--- src/rtl/pll_clk_mgr_if.sv ---
// Configuration request/response bundle between a host and pll_clk_mgr.
interface pll_clk_mgr_if #(
    parameter int DIV_W = 10
);
    logic             cfg_valid;
    logic             cfg_ready;
    logic [2:0]       cfg_ch;
    logic [DIV_W-1:0] cfg_ratio;
    logic [DIV_W-1:0] cfg_duty;
    logic [DIV_W-1:0] cfg_phase;
    logic             cfg_err;

    modport master (
        output cfg_valid, cfg_ch, cfg_ratio, cfg_duty, cfg_phase,
        input  cfg_ready, cfg_err
    );

    modport slave (
        input  cfg_valid, cfg_ch, cfg_ratio, cfg_duty, cfg_phase,
        output cfg_ready, cfg_err
    );
endinterface

--- src/rtl/pll_clk_mgr.sv ---
// PLL lock qualifier, downstream reset sequencer and NUM_CH runtime-programmable
// clock-enable / divided-waveform generators, all on the single PLL clock.
module pll_clk_ch #(
    parameter int DIV_W = 10
) (
    input  logic             clk,
    input  logic             rst_n,
    input  logic             go,
    input  logic             upd,
    input  logic [DIV_W-1:0] upd_ratio,
    input  logic [DIV_W-1:0] upd_duty,
    input  logic [DIV_W-1:0] upd_phase,
    output logic             at_end,
    output logic             ce,
    output logic             clk_div
);
    logic [DIV_W-1:0] ratio_q, ratio_d, duty_q, duty_d, phase_q, phase_d;
    logic [DIV_W-1:0] cnt_q, cnt_d;
    logic [DIV_W-1:0] re, re_n, pe_n;
    logic             ce_q, ce_d, div_q, div_d;

    always_comb begin
        re      = (ratio_q == '0) ? DIV_W'(1) : ratio_q;
        at_end  = (cnt_q == re - DIV_W'(1));
        ratio_d = upd ? upd_ratio : ratio_q;
        duty_d  = upd ? upd_duty  : duty_q;
        phase_d = upd ? upd_phase : phase_q;
        re_n    = (ratio_d == '0) ? DIV_W'(1) : ratio_d;
        pe_n    = (phase_d < re_n) ? phase_d : '0;
        // Outputs use the current settings; an update only takes effect from the reload.
        ce_d    = go & (cnt_q == '0);
        div_d   = go & (cnt_q < duty_q);
        if (!go || upd)
            cnt_d = (pe_n == '0) ? '0 : re_n - pe_n;
        else if (at_end)
            cnt_d = '0;
        else
            cnt_d = cnt_q + DIV_W'(1);
    end

    always_ff @(posedge clk or negedge rst_n) begin
        if (!rst_n) begin
            ratio_q <= DIV_W'(2);
            duty_q  <= DIV_W'(1);
            phase_q <= '0;
            cnt_q   <= '0;
            ce_q    <= 1'b0;
            div_q   <= 1'b0;
        end else begin
            ratio_q <= ratio_d;
            duty_q  <= duty_d;
            phase_q <= phase_d;
            cnt_q   <= cnt_d;
            ce_q    <= ce_d;
            div_q   <= div_d;
        end
    end

    assign ce      = ce_q;
    assign clk_div = div_q;
endmodule

module pll_clk_mgr #(
    parameter int NUM_CH      = 4,
    parameter int DIV_W       = 10,
    parameter int LOCK_CYCLES = 1024,
    parameter int SYNC_STAGES = 2
) (
    input  logic              clk,
    input  logic              rst_n,
    input  logic              pll_lock,
    pll_clk_mgr_if.slave      cfg,
    output logic              rst_out_n,
    output logic              lock_lost,
    output logic [NUM_CH-1:0] ce,
    output logic [NUM_CH-1:0] clk_div
);
    localparam int CW = $clog2(LOCK_CYCLES + 1);

    typedef enum logic [1:0] {S_WAIT, S_STABLE, S_RUN} state_t;

    typedef struct packed {
        logic [2:0]       ch;
        logic [DIV_W-1:0] ratio;
        logic [DIV_W-1:0] duty;
        logic [DIV_W-1:0] phase;
    } cfg_req_t;

    logic [SYNC_STAGES-1:0] sync_q, sync_d;
    logic                   lock_s;
    state_t                 state_q, state_d;
    logic [CW-1:0]          lcnt_q, lcnt_d;
    logic                   rst_out_n_q, rst_out_n_d;
    logic                   lock_lost_q, lock_lost_d;
    logic                   pend_q, pend_d;
    logic                   err_q, err_d;
    cfg_req_t               req_q, req_d;
    logic                   go, accept, ch_ok;
    logic [NUM_CH-1:0]      upd, at_end;

    assign lock_s = sync_q[SYNC_STAGES-1];
    assign go     = (state_q == S_RUN);

    always_comb begin
        sync_d  = {sync_q[SYNC_STAGES-2:0], pll_lock};
        state_d = state_q;
        lcnt_d  = lcnt_q;
        case (state_q)
            S_WAIT: begin
                lcnt_d = '0;
                if (lock_s) state_d = S_STABLE;
            end
            S_STABLE: begin
                if (!lock_s) begin
                    state_d = S_WAIT;
                    lcnt_d  = '0;
                end else if (lcnt_q == CW'(LOCK_CYCLES - 1)) begin
                    state_d = S_RUN;
                end else begin
                    lcnt_d = lcnt_q + CW'(1);
                end
            end
            S_RUN: begin
                if (!lock_s) begin
                    state_d = S_WAIT;
                    lcnt_d  = '0;
                end
            end
            default: begin
                state_d = S_WAIT;
                lcnt_d  = '0;
            end
        endcase
    end

    always_comb begin
        rst_out_n_d = go;
        // Flag the RUN exit on the same cycle the downstream reset asserts.
        lock_lost_d = lock_lost_q | (rst_out_n_q & ~go);
        accept      = cfg.cfg_valid & ~pend_q;
        ch_ok       = ({1'b0, cfg.cfg_ch} < 4'(NUM_CH));
        err_d       = accept & ~ch_ok;
        pend_d      = pend_q;
        req_d       = req_q;
        if (|upd) pend_d = 1'b0;
        if (accept && ch_ok) begin
            pend_d = 1'b1;
            req_d  = '{ch: cfg.cfg_ch, ratio: cfg.cfg_ratio,
                       duty: cfg.cfg_duty, phase: cfg.cfg_phase};
        end
    end

    always_ff @(posedge clk or negedge rst_n) begin
        if (!rst_n) begin
            sync_q      <= '0;
            state_q     <= S_WAIT;
            lcnt_q      <= '0;
            rst_out_n_q <= 1'b0;
            lock_lost_q <= 1'b0;
            pend_q      <= 1'b0;
            err_q       <= 1'b0;
            req_q       <= '0;
        end else begin
            sync_q      <= sync_d;
            state_q     <= state_d;
            lcnt_q      <= lcnt_d;
            rst_out_n_q <= rst_out_n_d;
            lock_lost_q <= lock_lost_d;
            pend_q      <= pend_d;
            err_q       <= err_d;
            req_q       <= req_d;
        end
    end

    // A pending update lands on the last count of its period, or at once when idle.
    for (genvar i = 0; i < NUM_CH; i++) begin : g_ch
        assign upd[i] = pend_q & (req_q.ch == 3'(i)) & (~go | at_end[i]);

        pll_clk_ch #(.DIV_W(DIV_W)) u_ch (
            .clk       (clk),
            .rst_n     (rst_n),
            .go        (go),
            .upd       (upd[i]),
            .upd_ratio (req_q.ratio),
            .upd_duty  (req_q.duty),
            .upd_phase (req_q.phase),
            .at_end    (at_end[i]),
            .ce        (ce[i]),
            .clk_div   (clk_div[i])
        );
    end

    assign cfg.cfg_ready = ~pend_q;
    assign cfg.cfg_err   = err_q;
    assign rst_out_n     = rst_out_n_q;
    assign lock_lost     = lock_lost_q;
endmodule

--- src/flat_wrapper.sv ---
// flat-port wrapper written by rule: the top's interface ports become plain ports
module pll_clk_mgr_flat 
#(
    parameter int NUM_CH      = 4,
    parameter int DIV_W       = 10,
    parameter int LOCK_CYCLES = 1024,
    parameter int SYNC_STAGES = 2
)
  (clk, rst_n, pll_lock, rst_out_n, lock_lost, ce, clk_div, cfg_cfg_valid, cfg_cfg_ch, cfg_cfg_ratio, cfg_cfg_duty, cfg_cfg_phase, cfg_cfg_ready, cfg_cfg_err);
  pll_clk_mgr_if #(.DIV_W(DIV_W)) cfg_i ();
  input  logic clk;
  input  logic rst_n;
  input  logic pll_lock;
  output logic rst_out_n;
  output logic lock_lost;
  output logic [NUM_CH-1:0] ce;
  output logic [NUM_CH-1:0] clk_div;
  input wire logic [$bits(cfg_i.cfg_valid)-1:0] cfg_cfg_valid;
  input wire logic [$bits(cfg_i.cfg_ch)-1:0] cfg_cfg_ch;
  input wire logic [$bits(cfg_i.cfg_ratio)-1:0] cfg_cfg_ratio;
  input wire logic [$bits(cfg_i.cfg_duty)-1:0] cfg_cfg_duty;
  input wire logic [$bits(cfg_i.cfg_phase)-1:0] cfg_cfg_phase;
  output wire logic [$bits(cfg_i.cfg_ready)-1:0] cfg_cfg_ready;
  output wire logic [$bits(cfg_i.cfg_err)-1:0] cfg_cfg_err;
  assign cfg_i.cfg_valid = cfg_cfg_valid;
  assign cfg_i.cfg_ch = cfg_cfg_ch;
  assign cfg_i.cfg_ratio = cfg_cfg_ratio;
  assign cfg_i.cfg_duty = cfg_cfg_duty;
  assign cfg_i.cfg_phase = cfg_cfg_phase;
  assign cfg_cfg_ready = cfg_i.cfg_ready;
  assign cfg_cfg_err = cfg_i.cfg_err;
  pll_clk_mgr #(.NUM_CH(NUM_CH), .DIV_W(DIV_W), .LOCK_CYCLES(LOCK_CYCLES), .SYNC_STAGES(SYNC_STAGES)) u_core (.clk(clk), .rst_n(rst_n), .pll_lock(pll_lock), .cfg(cfg_i), .rst_out_n(rst_out_n), .lock_lost(lock_lost), .ce(ce), .clk_div(clk_div));
endmodule
--- config.mk ---
export PLATFORM = sky130hd
export DESIGN_NAME = pll_clk_mgr_flat
export DESIGN_NICKNAME = d
export VERILOG_FILES = /design/src/rtl/pll_clk_mgr_if.sv /design/src/rtl/pll_clk_mgr.sv /design/src/flat_wrapper.sv
export SDC_FILE = /design/constraint.sdc
export NUM_CORES = 1
export LEC_CHECK = 0
export CELL_PAD_IN_SITES_DETAIL_PLACEMENT = 1
export CELL_PAD_IN_SITES_GLOBAL_PLACEMENT = 1
export CORE_MARGIN = 2
export CORE_UTILIZATION = 46
export CTS_BUF_LIST = sky130_fd_sc_hd__clkbuf_4 sky130_fd_sc_hd__clkbuf_8
export DETAILED_ROUTE_END_ITERATION = 8
export GPL_ROUTABILITY_DRIVEN = 0
export PLACE_DENSITY_LB_ADDON = 0.1
export SYNTH_ARGS = -nofsm -noshare
export SYNTH_HDL_FRONTEND = slang
export SYNTH_SLANG_ARGS = --single-unit
--- constraint.sdc ---
create_clock -name clk -period 7.4 [get_ports clk]
set_clock_uncertainty 0.15 [all_clocks]
set_input_delay 1.11 -clock clk [delete_from_list [all_inputs] [get_ports clk]]
set_output_delay 1.11 -clock clk [all_outputs]
set_load 0.02 [all_outputs]
==> flow_summary.yaml <==
run_status:
  outcome: "completed"
logic_synthesis:
  synth_edf_count: 0
  synth_seq_cells: 220
  syn_nets: 1560
  syn-instance-count: 1398
  yosysSeqAreaShare_pct: 38.8
  avgSynthCellArea_um2: 10.2
  async_reset_ff_share_pct: 100
  synth.distinct_cells: 73
  yosysWarnings: 0
  synthFlopType: "dfrtp_1"
  synthesis.area_um2: 14200
clocking:
  clock_latency_ns: 0.56
  cts.hold.buffers_added: 0
  cts_tree: "done"
  cts.path.max_buffers: 3
  cts.sinks: 220
  clkSlewWorstSetupHoldPaths_ns: 0.06
  htreeDepth: 2
  cts_root_buf: "clkbuf_8"
  numCtsBuffers: 42
final_layout:
  syn2layout_area_growth_pct: 14.9
  nets: 1628
  drive_above_1_share_pct: 20.6
  final_cell_count_no_fill: 1895
  diodes: 0
routing:
  drtIter0Drc: 510
  routed_wl_um: 42000
  antenna_left: 0
  drc: 0
  vias: 11000
  routedWlPerCell_um: 22.1
  avgViaCountPerCell: 5.79
  drt_pre_antenna_iters: 4
global_route:
  busiest_layer: "met2"
  grt_overflow: 0
  grt_util_met3_pct: 4.58
  grt_pass1_vias: 11800
  met2_usage_pct: 42.7
  track_usage_pct: 26.2
  antenna_found_initial: 0
  grt_max_degree: 97
  grt_pass1_wl_um: 66600
  grt.met1_usage_pct: 35.7
setup_path:
  path_max_fanout: 8
  cp_slowest_cell: "dfrtp_1"
  r2r-start: "u_core.g_ch[0].u_ch.ratio_q[2]"
  startpoint_type: "register"
  reg2reg_depth: 30
  r2r-end: "u_core.g_ch[0].u_ch.cnt_q[9]"
  ff2ff_setup_slack_ns: 0.40
  critPathMostFrequentCell: "a21o_1"
  critPathCaptureType: "register"
  cp_data_required_time_ns: 7.68
  critPathKind: "register to register"
  crit_path_max_incr_delay_ns: 0.52
  cp.arrival_ns: 7.29
floorplan:
  core_um2: 30500
  rows: 64
  die_y_um: 180
  die_area_um2: 32400
  start_util_pct: 46.6
  die_w_um: 180
  io_pins: 49
sta:
  rsz0062_at_grt: "true"
  maxSlewHeadroom_pct: 29.5
  fin_crit_ns: 7.00
  period_share_pct: 94.6
  final_hold_viol_count: 0
  clock.fmax_mhz: 143
  setup_viol: 0
  final_max_slew_viol_count: 0
  worstMarginPinSlew_ns: 1.05
worst_hold_path:
  whs_endpoint: "u_core.sync_q[1]"
  hp-class: "register to register"
  hold_path_startpoint: "u_core.sync_q[0]"
  whs_path_depth: 0
placement:
  place_inst: 1812
  dpl.hpwl_um: 30700
  portBuffers: 48
run:
  cap_violations: 0
## routing by layer
| layer | routed length [µm] | up-vias |
|---|---|---|
| li1 | - | 5138 |
| met1 | 19400 | 5534 |
| met2 | 19700 | 217 |
| met3 | 1760 | 78 |
| met4 | 1050 | 0 |
| met5 | 0 | - |
## kinds of logic after synthesis
kind of cell | count (synthesis) | synth area share (%)
buffers and inverters | 175 | 5.16
adder cells (fa/ha/maj) | 125 | 11.2
AO/OA/AOI/OAI | 279 | 13.1
flip-flops | 220 | 38.8
XOR/XNOR | 110 | 6.77
multiplexers | 156 | 12.3
AND/OR/NAND/NOR | 333 | 12.7
## worst max-delay path: cells and delay by family (launching register included)
family,cells,cell delay (ns)
DFF,1,0.52
muxes,1,0.36
buffers and inverters,1,0.07
adders and majority gates,3,0.76
AOI/OAI and AO/OA,16,3.02
and+or+nand+nor,8,1.81
xor gates and xnor gates,1,0.19
## sequential cells by signal, indices dropped and copies added, names as in the netlist, 2 cells and up
name                      flops
u_core.req_q                 33
u_core.g_ch.u_ch.duty_q      40
u_core.g_ch.u_ch.cnt_q       40
u_core.state_q                2
u_core.lcnt_q                11
u_core.g_ch.u_ch.clk_div      4
u_core.sync_q                 2
u_core.g_ch.u_ch.phase_q     40
u_core.g_ch.u_ch.ratio_q     40
u_core.g_ch.u_ch.ce           4
## through the flow
| step | cell area, µm² | setup slack [ns] | hold slack, ns | utilization, % | setup TNS, ns |
|---|---|---|---|---|---|
| 3_5_place_dp | 15200 | 0.210 | 0.192 | 49.7 | 0 |
| 2_1_floorplan | 14200 | 0.356 | 0.181 | - | 0 |
| 6_report | 16300 | 0.398 | 0.211 | 53.6 | 0 |
| 4_1_cts | 16200 | 0.148 | 0.213 | 53.0 | 0 |
| 5_1_grt | 16300 | -0.0186 | 0.219 | 53.6 | -0.0506 |
| 3_3_place_gp | 15200 | 0.248 | 0.199 | 49.7 | 0 |
## cell usage after synthesis, drive strengths merged (21+ instances only)
cell type / n / area share (%)
buf: 31 / 1.4
nand2b: 21 / 0.92
xor2: 41 / 2.5
nor2: 45 / 1.2
nor3: 27 / 0.95
o21ai: 58 / 2.0
dfrtp: 212 / 37
nand2: 85 / 2.3
a21o: 60 / 3.2
nor4: 30 / 1.6
mux2: 152 / 12
a21oi: 43 / 1.5
xnor2: 69 / 4.2
ha: 121 / 11
clkbuf: 25 / 0.66
nand3: 30 / 1.1
inv: 119 / 3.1
o22ai: 37 / 1.6
## repair_timing
| item | in CTS | in global routing |
|---|---|---|
| hold endpoints to repair | 0 | 0 |
| setup endpoints to repair | 0 | 13 |
| setup buffers | 0 | 6 |
| resized for setup | 0 | 32 |
## layout by cell type, fill, tap and decap left out, drive strengths merged, types with 33 or more instances in the layout
cell type,Yosys,routed
a21oi,43,43
a21o,60,60
o22ai,37,37
clkdlybuf4s50,0,47
xnor2,69,69
nor2,45,45
buf,31,33
ha,121,121
o21ai,58,58
inv,119,119
mux2,152,152
dfrtp,212,212
xor2,41,41
nand2,85,85
clkbuf,25,69
## worst max-delay path by stage
stage,from,endpoint,slack [ns],cells past startpoint
after floorplan,u_core.g_ch[0].u_ch.ratio_q[5],u_core.g_ch[0].u_ch.cnt_q[8],0.36,34
after CTS,u_core.g_ch[3].u_ch.ratio_q[5],u_core.g_ch[3].u_ch.cnt_q[8],0.15,30
after global routing,u_core.g_ch[0].u_ch.ratio_q[1],u_core.g_ch[0].u_ch.cnt_q[8],-0.02,31
final,u_core.g_ch[0].u_ch.ratio_q[2],u_core.g_ch[0].u_ch.cnt_q[9],0.40,30
after detailed placement,u_core.g_ch[3].u_ch.ratio_q[5],u_core.g_ch[3].u_ch.cnt_q[8],0.21,30
after global placement,u_core.g_ch[3].u_ch.ratio_q[5],u_core.g_ch[3].u_ch.cnt_q[8],0.25,32
## layout make-up
class	count	area (µm²)
clock buffer	69	900
clock inverter	8	92.6
fill	3359	14200
inverter	119	447
multi-input combinational	1003	8120
sequential	220	5520
tap	396	495
timing repair buffer	80	774
Power is left out: the tool's default activity adds up to more than one toggle a clock period on the data nets, which glitch-free logic cannot reach.
